<file path="src/rtl/usb_tx_pkg.sv">
// Shared types and line encodings for the USB transmit line encoder.
// Line values are packed as {D+, D-}.
package usb_tx_pkg;

  typedef enum logic [2:0] {
    IDLE,
    DATA,
    STUFF,
    EOP_SE0,
    EOP_J
  } tx_state_t;

  localparam logic [1:0] LINE_J   = 2'b10;
  localparam logic [1:0] LINE_K   = 2'b01;
  localparam logic [1:0] LINE_SE0 = 2'b00;

  // NRZI: a 0 flips the differential level, a 1 holds it.
  function automatic logic [1:0] nrzi_next(input logic [1:0] level, input logic data_bit);
    logic [1:0] nxt;
    if (data_bit) nxt = level;
    else          nxt = (level == LINE_J) ? LINE_K : LINE_J;
    return nxt;
  endfunction

endpackage

</file>
<file path="src/rtl/usb_tx_stuff_nrzi_if.sv">
// Serial bit handshake between the TX shift logic (master) and the line encoder (slave).
interface usb_tx_stuff_nrzi_if;
    logic tx_valid;
    logic tx_bit;
    logic tx_last;
    logic bit_ready;

    modport master (output tx_valid, output tx_bit, output tx_last, input bit_ready);
    modport slave  (input tx_valid, input tx_bit, input tx_last, output bit_ready);
endinterface

</file>
<file path="src/rtl/flex_counter.sv">
// Generic up-counter: counts 0..rollover_val-1 while enabled, then wraps to 0.
// Synchronous clear has priority over counting.
module flex_counter #(
    parameter int NUM_CNT_BITS = 4
) (
    input  logic                    clk,
    input  logic                    n_rst,
    input  logic                    clear,
    input  logic                    count_enable,
    input  logic [NUM_CNT_BITS-1:0] rollover_val,
    output logic [NUM_CNT_BITS-1:0] count_out
);

    logic [NUM_CNT_BITS-1:0] last_val;

    assign last_val = rollover_val - NUM_CNT_BITS'(1);

    // NOTE: sequential state is written with <= only, so every flop samples
    // the pre-edge value of every other flop regardless of statement order.
    always_ff @(posedge clk or negedge n_rst) begin
        if (!n_rst) begin
            count_out <= '0;
        end else if (clear) begin
            count_out <= '0;
        end else if (count_enable) begin
            if (count_out == last_val) count_out <= '0;
            else                       count_out <= count_out + NUM_CNT_BITS'(1);
        end
    end

endmodule

</file>
<file path="src/rtl/usb_tx_stuff_nrzi.sv">
// USB TX line encoder: bit stuffing after MAX_ONES consecutive 1s, NRZI encoding,
// and EOP generation (2 bit-times SE0, 1 bit-time J) onto registered D+/D-.
module usb_tx_stuff_nrzi
    import usb_tx_pkg::*;
#(
    parameter int CLKS_PER_BIT = 8,
    parameter int MAX_ONES     = 6
) (
    input  logic                      clk,
    input  logic                      n_rst,
    usb_tx_stuff_nrzi_if.slave        tx,
    output logic                      dplus_out,
    output logic                      dminus_out,
    output logic                      tx_busy,
    output logic                      tx_done,
    output logic                      tx_error
);

    localparam int TIMER_W = $clog2(CLKS_PER_BIT + 1);
    localparam int ONES_W  = $clog2(MAX_ONES + 1);

    tx_state_t           state;
    logic [TIMER_W-1:0]  timer;
    logic                tick;
    logic [ONES_W-1:0]   ones_cnt;
    logic                stuff_due;
    logic                cur_last;
    logic                eop_cnt;
    logic [1:0]          nrzi_level;
    logic [1:0]          line;
    logic                bit_ready;
    logic                accept;

    flex_counter #(
        .NUM_CNT_BITS (TIMER_W)
    ) u_bit_timer (
        .clk          (clk),
        .n_rst        (n_rst),
        .clear        (state == IDLE),
        .count_enable (state != IDLE),
        .rollover_val (TIMER_W'(CLKS_PER_BIT)),
        .count_out    (timer)
    );

    assign tick      = (state != IDLE) && (timer == TIMER_W'(CLKS_PER_BIT - 1));
    assign stuff_due = (ones_cnt == ONES_W'(MAX_ONES));

    // Ready is decoded only from registered state, never from tx_valid.
    // NOTE: every output of an always_comb gets a default first, so no path
    // through the case can leave it unassigned and infer a latch.
    always_comb begin
        bit_ready = 1'b0;
        case (state)
            IDLE:    bit_ready = 1'b1;
            DATA:    bit_ready = tick && !stuff_due && !cur_last;
            STUFF:   bit_ready = tick && !cur_last;
            default: bit_ready = 1'b0;
        endcase
    end

    assign tx.bit_ready = bit_ready;
    assign accept       = bit_ready && tx.tx_valid;

    always_ff @(posedge clk or negedge n_rst) begin
        if (!n_rst) begin
            state      <= IDLE;
            line       <= LINE_J;
            nrzi_level <= LINE_J;
            ones_cnt   <= '0;
            cur_last   <= 1'b0;
            eop_cnt    <= 1'b0;
            tx_done    <= 1'b0;
            tx_error   <= 1'b0;
        end else begin
            tx_done  <= 1'b0;
            tx_error <= 1'b0;

            if (accept) begin
                state      <= DATA;
                cur_last   <= tx.tx_last;
                nrzi_level <= nrzi_next(nrzi_level, tx.tx_bit);
                line       <= nrzi_next(nrzi_level, tx.tx_bit);
                if (!tx.tx_bit)     ones_cnt <= '0;
                else if (!stuff_due) ones_cnt <= ones_cnt + ONES_W'(1);
            end

            // Accepting branches are handled above; these cover the other tick outcomes.
            case (state)
                DATA: begin
                    if (tick) begin
                        if (stuff_due) begin
                            state      <= STUFF;
                            ones_cnt   <= '0;
                            nrzi_level <= nrzi_next(nrzi_level, 1'b0);
                            line       <= nrzi_next(nrzi_level, 1'b0);
                        end else if (cur_last || !tx.tx_valid) begin
                            tx_error <= !cur_last;
                            state    <= EOP_SE0;
                            line     <= LINE_SE0;
                            eop_cnt  <= 1'b0;
                        end
                    end
                end
                STUFF: begin
                    if (tick && (cur_last || !tx.tx_valid)) begin
                        tx_error <= !cur_last;
                        state    <= EOP_SE0;
                        line     <= LINE_SE0;
                        eop_cnt  <= 1'b0;
                    end
                end
                EOP_SE0: begin
                    if (tick) begin
                        if (eop_cnt) begin
                            state   <= EOP_J;
                            line    <= LINE_J;
                            eop_cnt <= 1'b0;
                        end else begin
                            eop_cnt <= 1'b1;
                        end
                    end
                end
                EOP_J: begin
                    if (tick) begin
                        state      <= IDLE;
                        tx_done    <= 1'b1;
                        nrzi_level <= LINE_J;
                        ones_cnt   <= '0;
                    end
                end
                default: ;
            endcase
        end
    end

    assign dplus_out  = line[1];
    assign dminus_out = line[0];
    assign tx_busy    = (state != IDLE);

endmodule

</file>
<file path="src/flat_wrapper.sv">
// flat-port wrapper written by rule: the top's interface ports become plain ports
module usb_tx_stuff_nrzi_flat import usb_tx_pkg::*;
#(
    parameter int CLKS_PER_BIT = 8,
    parameter int MAX_ONES     = 6
)
  (clk, n_rst, dplus_out, dminus_out, tx_busy, tx_done, tx_error, tx_tx_valid, tx_tx_bit, tx_tx_last, tx_bit_ready);
  usb_tx_stuff_nrzi_if tx_i ();
  input  logic clk;
  input  logic n_rst;
  output logic dplus_out;
  output logic dminus_out;
  output logic tx_busy;
  output logic tx_done;
  output logic tx_error;
  input wire logic [$bits(tx_i.tx_valid)-1:0] tx_tx_valid;
  input wire logic [$bits(tx_i.tx_bit)-1:0] tx_tx_bit;
  input wire logic [$bits(tx_i.tx_last)-1:0] tx_tx_last;
  output wire logic [$bits(tx_i.bit_ready)-1:0] tx_bit_ready;
  assign tx_i.tx_valid = tx_tx_valid;
  assign tx_i.tx_bit = tx_tx_bit;
  assign tx_i.tx_last = tx_tx_last;
  assign tx_bit_ready = tx_i.bit_ready;
  usb_tx_stuff_nrzi #(.CLKS_PER_BIT(CLKS_PER_BIT), .MAX_ONES(MAX_ONES)) u_core (.clk(clk), .n_rst(n_rst), .tx(tx_i), .dplus_out(dplus_out), .dminus_out(dminus_out), .tx_busy(tx_busy), .tx_done(tx_done), .tx_error(tx_error));
endmodule
</file>
<file path="config.mk">
export PLATFORM = sky130hd
export DESIGN_NAME = usb_tx_stuff_nrzi_flat
export DESIGN_NICKNAME = d
export VERILOG_FILES = /design/src/rtl/usb_tx_pkg.sv /design/src/rtl/usb_tx_stuff_nrzi_if.sv /design/src/rtl/flex_counter.sv /design/src/rtl/usb_tx_stuff_nrzi.sv /design/src/flat_wrapper.sv
export SDC_FILE = /design/constraint.sdc
export NUM_CORES = 1
export LEC_CHECK = 0
export CAP_MARGIN = 25
export CORE_MARGIN = 5
export CORE_UTILIZATION = 55
export CTS_CLUSTER_SIZE = 20
export DETAILED_ROUTE_END_ITERATION = 16
export PLACE_DENSITY = 0.78
export SETUP_SLACK_MARGIN = 0.1
export SYNTH_ARGS = -nofsm -noshare
export SYNTH_HDL_FRONTEND = slang
export SYNTH_SLANG_ARGS = --single-unit
</file>
<file path="constraint.sdc">
create_clock -name clk -period 4.1 [get_ports clk]
set_input_delay 1.025 -clock clk [delete_from_list [all_inputs] [get_ports clk]]
set_output_delay 1.025 -clock clk [all_outputs]
set_load 0.02 [all_outputs]
</file>
==> run summary <==
initial antenna violation count - 0
I/O pins - 11
drt initial violations - 20
main combinational cell family by area after synthesis - simple AND/OR/NAND/NOR gates
Slew HR - 48.3%
worst-path maximum fanout - 11
DR vias - 898
first-pass GRT wire length - 3500 µm
pin count of the biggest net entering global routing - 19
Syn Nets - 130
all-layer global routing usage - 16.7%
Initial DRT Pass Iterations - 4
XOR/XNOR Fraction of Synth Area - 0.819%
leakage - 0.485 nW
number of port buffers - 10
n_diodes - 0
Mapped Cells - 122
Area Growth Syn to Fin - 11.8%
Tmin final - 3.46 ns
Final Cell Area - 1200 µm²
mux share of post-synthesis cell area - 2.34%
Seq pwr share - 46.7%
DR WL met3 - 110 µm
Worst-Margin Slew - 0.772 ns
number of remaining DRC errors - 0
Mapped Area - 1070 µm²
DIE HEIGHT - 54.1 µm
wire length on met1 - 1000 µm
top-area cell type share of the netlist area - 37.4%
top routing layer used - met4
most common cell after layout, fill and taps aside - dfrtp_1
WL met2 - 930 µm
die width - 54.1 µm
nets - 139
Clock Latency Late Sink - 0.30 ns
combinational power share - 37.0%
Starting Density - 56.3%
core area - 1900 µm²
register area share after synthesis - 42.3%
Pins Over Slew Limit - 0
placed wire-length estimate - 1480 µm
placed cell area - 1160 µm²
CTS max path bufs - 2
post-synthesis simple-gate area fraction - 24.2%
antenna viol nets, final - 0
count of final hold-check violations - 0
CTS tree - done
Die ar. - 2930 µm²
setup violators final - 0
vias in the first global route - 852
CTS H-Tree Depth - 1
skew final - 0.00516 ns
count of cell types in the netlist - 37
CTS Hold Bufs - 0
startpoint type of the worst setup path - register
internal power - 0.000426 W
clk sinks - 18
Placer Congestion - 0.886
via/cell ratio - 5.72
adder-cell share of the synthesized area - 3.51%
syn_area_per_cell - 8.77 µm²
RSZ-0062 raised after global routing - false
worst hold slack - 0.472 ns
Critical Path AT - 2.44 ns
fin crit share - 84.5%
post-route setup TNS - 0 ns
Critical Path RT - 3.07 ns
wire length per cell - 13.3 µm
CTS Buf Count - 3
# rows - 16
Total Wirelength - 2080 µm
f_max - 289 MHz
Sw Ratio - 37.4%
Worst-path clk slew - 0.11 ns
compound-gate portion of the synthesized area - 20.6%
fraction of layout cells with a size suffix above 1 - 6.92%
MaxCap Viol Count - 0
top area cells in the synthesized netlist - dfrtp_1 37%, a21oi_1 6.1%, dfstp_2 4.9%
global route total overflow - 0
clock network fraction of total power - 16.3%
Max IR drop VDD - 0.380 mV
synthesized flop and latch total - 18
Synth area leader - dfrtp_1
status - completed
critical path type - reg -> out
post-cts repair resize count - 0
type of the worst min-delay path - reg -> reg
most frequent cells in the layout - 16 x dfrtp_1, 14 x nand2_1, 13 x a21oi_1
Switch Pwr - 0.000255 W
Pwr Density - 570 nW/µm²
YS warnings - 0
root buffer cell - clkbuf_4
post-CTS setup buffer count - 0
Crit. End Element - primary output
==> power by group through the flow <==
stage	Clock (W)	Combinational (W)	Sequential, W
finish	0.000111	0.000252	0.000318
global route	0.000121	0.000281	0.000328
CTS	0.000114	0.000255	0.000317
detailed placement	0	0.000253	0.000320
global placement	0	0.000245	0.000315
floorplan	0	0.000206	0.000304
==> worst max-delay path: stages (launching register included) <==
cell and delay [ns]:
dfrtp_1 0.38, ha_1 0.23, nand3b_1 0.32, or3_1 0.43, o21ai_0 0.16, clkdlybuf4s50_1 0.62
==> per-layer routing <==
| layer | up-vias | global-route usage, % |
|---|---|---|
| met3 | 7 | 3.32 |
| li1 | 449 | - |
| met1 | 420 | 21.7 |
| met4 | 0 | 8.30 |
| met2 | 22 | 26.2 |
| met5 | - | 0 |
==> stage by stage <==
step                      setup slack [ns]  instances  total power [W]  utilization, %
after floorplan                       1.44        122         0.000511               -
after detailed placement             0.976        153         0.000573            61.0
after global placement                1.02        153         0.000560            61.0
after CTS                            0.631        157         0.000686            62.9
final                                0.636        157         0.000681            62.9
after global routing                 0.490        157         0.000730            62.9
==> synth_stat cells <==
| master | n |
|---|---|
| a32o_1 | 2 |
| nand4_1 | 1 |
| nor2b_1 | 5 |
| dfrtp_1 | 16 |
| mux2i_1 | 1 |
| a31oi_1 | 1 |
| nand3_1 | 3 |
| buf_6 | 2 |
| ha_1 | 3 |
| a211oi_1 | 3 |
| nand2_1 | 14 |
| a21o_1 | 1 |
| and3b_1 | 1 |
| and2_1 | 2 |
| a32oi_1 | 1 |
| and3_1 | 2 |
| inv_1 | 6 |
| nor2_1 | 7 |
| o21a_1 | 1 |
| nand2b_1 | 3 |
| xnor2_1 | 1 |
| nor3_1 | 6 |
| o21ai_1 | 1 |
| o21ai_0 | 9 |
| o22a_1 | 1 |
| a21oi_1 | 13 |
| nand2_2 | 1 |
| o31ai_1 | 2 |
| mux2_4 | 1 |
| buf_2 | 2 |
| clkbuf_1 | 1 |
| nand3b_1 | 3 |
| or3_1 | 1 |
| a22o_1 | 1 |
| dfstp_2 | 2 |
| nor3_2 | 1 |
| buf_4 | 1 |
==> sequential cells by signal, indices dropped and copies added (netlist names) <==
register / count
u_core.tx_error: 1
u_core.ones_cnt: 3
u_core.line: 2
u_core.nrzi_level: 2
u_core.state: 3
u_core.u_bit_timer.count_out: 4
u_core.cur_last: 1
u_core.tx_done: 1
u_core.eop_cnt: 1
==> cells by family (layout without fill, tap and decap cells) <==
group | Yosys count | count (layout)
compound gates | 36 | 36
flops | 18 | 18
fa+ha+maj | 3 | 3
xor+xnor | 1 | 1
buf+inv | 12 | 20
simple gates | 50 | 50
mux | 2 | 2
==> area by class of cell <==
type | instances | area [µm²]
clock buffer | 4 | 36.3
timing repair buffer | 10 | 100
fill | 170 | 706
tap | 27 | 33.8
inverter | 6 | 22.5
sequential | 18 | 453
multi-input combinational | 92 | 551
==> path summary, 6_finish.rpt <==
path,to,cells past startpoint,slack (ns),from
max in group asynchronous,u_core.ones_cnt[0]$_DFF_PN0_,1,2.45,n_rst
setup reg to reg,u_core.line[1]$_DFF_PN1_,6,1.76,u_core.u_bit_timer.count_out[0]$_DFF_PN0_
min in group asynchronous,u_core.tx_done$_DFF_PN0_,1,1.17,n_rst
hold / removal,u_core.u_bit_timer.count_out[0]$_DFF_PN0_,1,0.47,u_core.u_bit_timer.count_out[0]$_DFF_PN0_
hold reg to reg,u_core.u_bit_timer.count_out[0]$_DFF_PN0_,1,0.47,u_core.u_bit_timer.count_out[0]$_DFF_PN0_
setup / recovery,tx_bit_ready,5,0.64,u_core.u_bit_timer.count_out[0]$_DFF_PN0_
No activity file was read; power rests on OpenSTA's default activity.
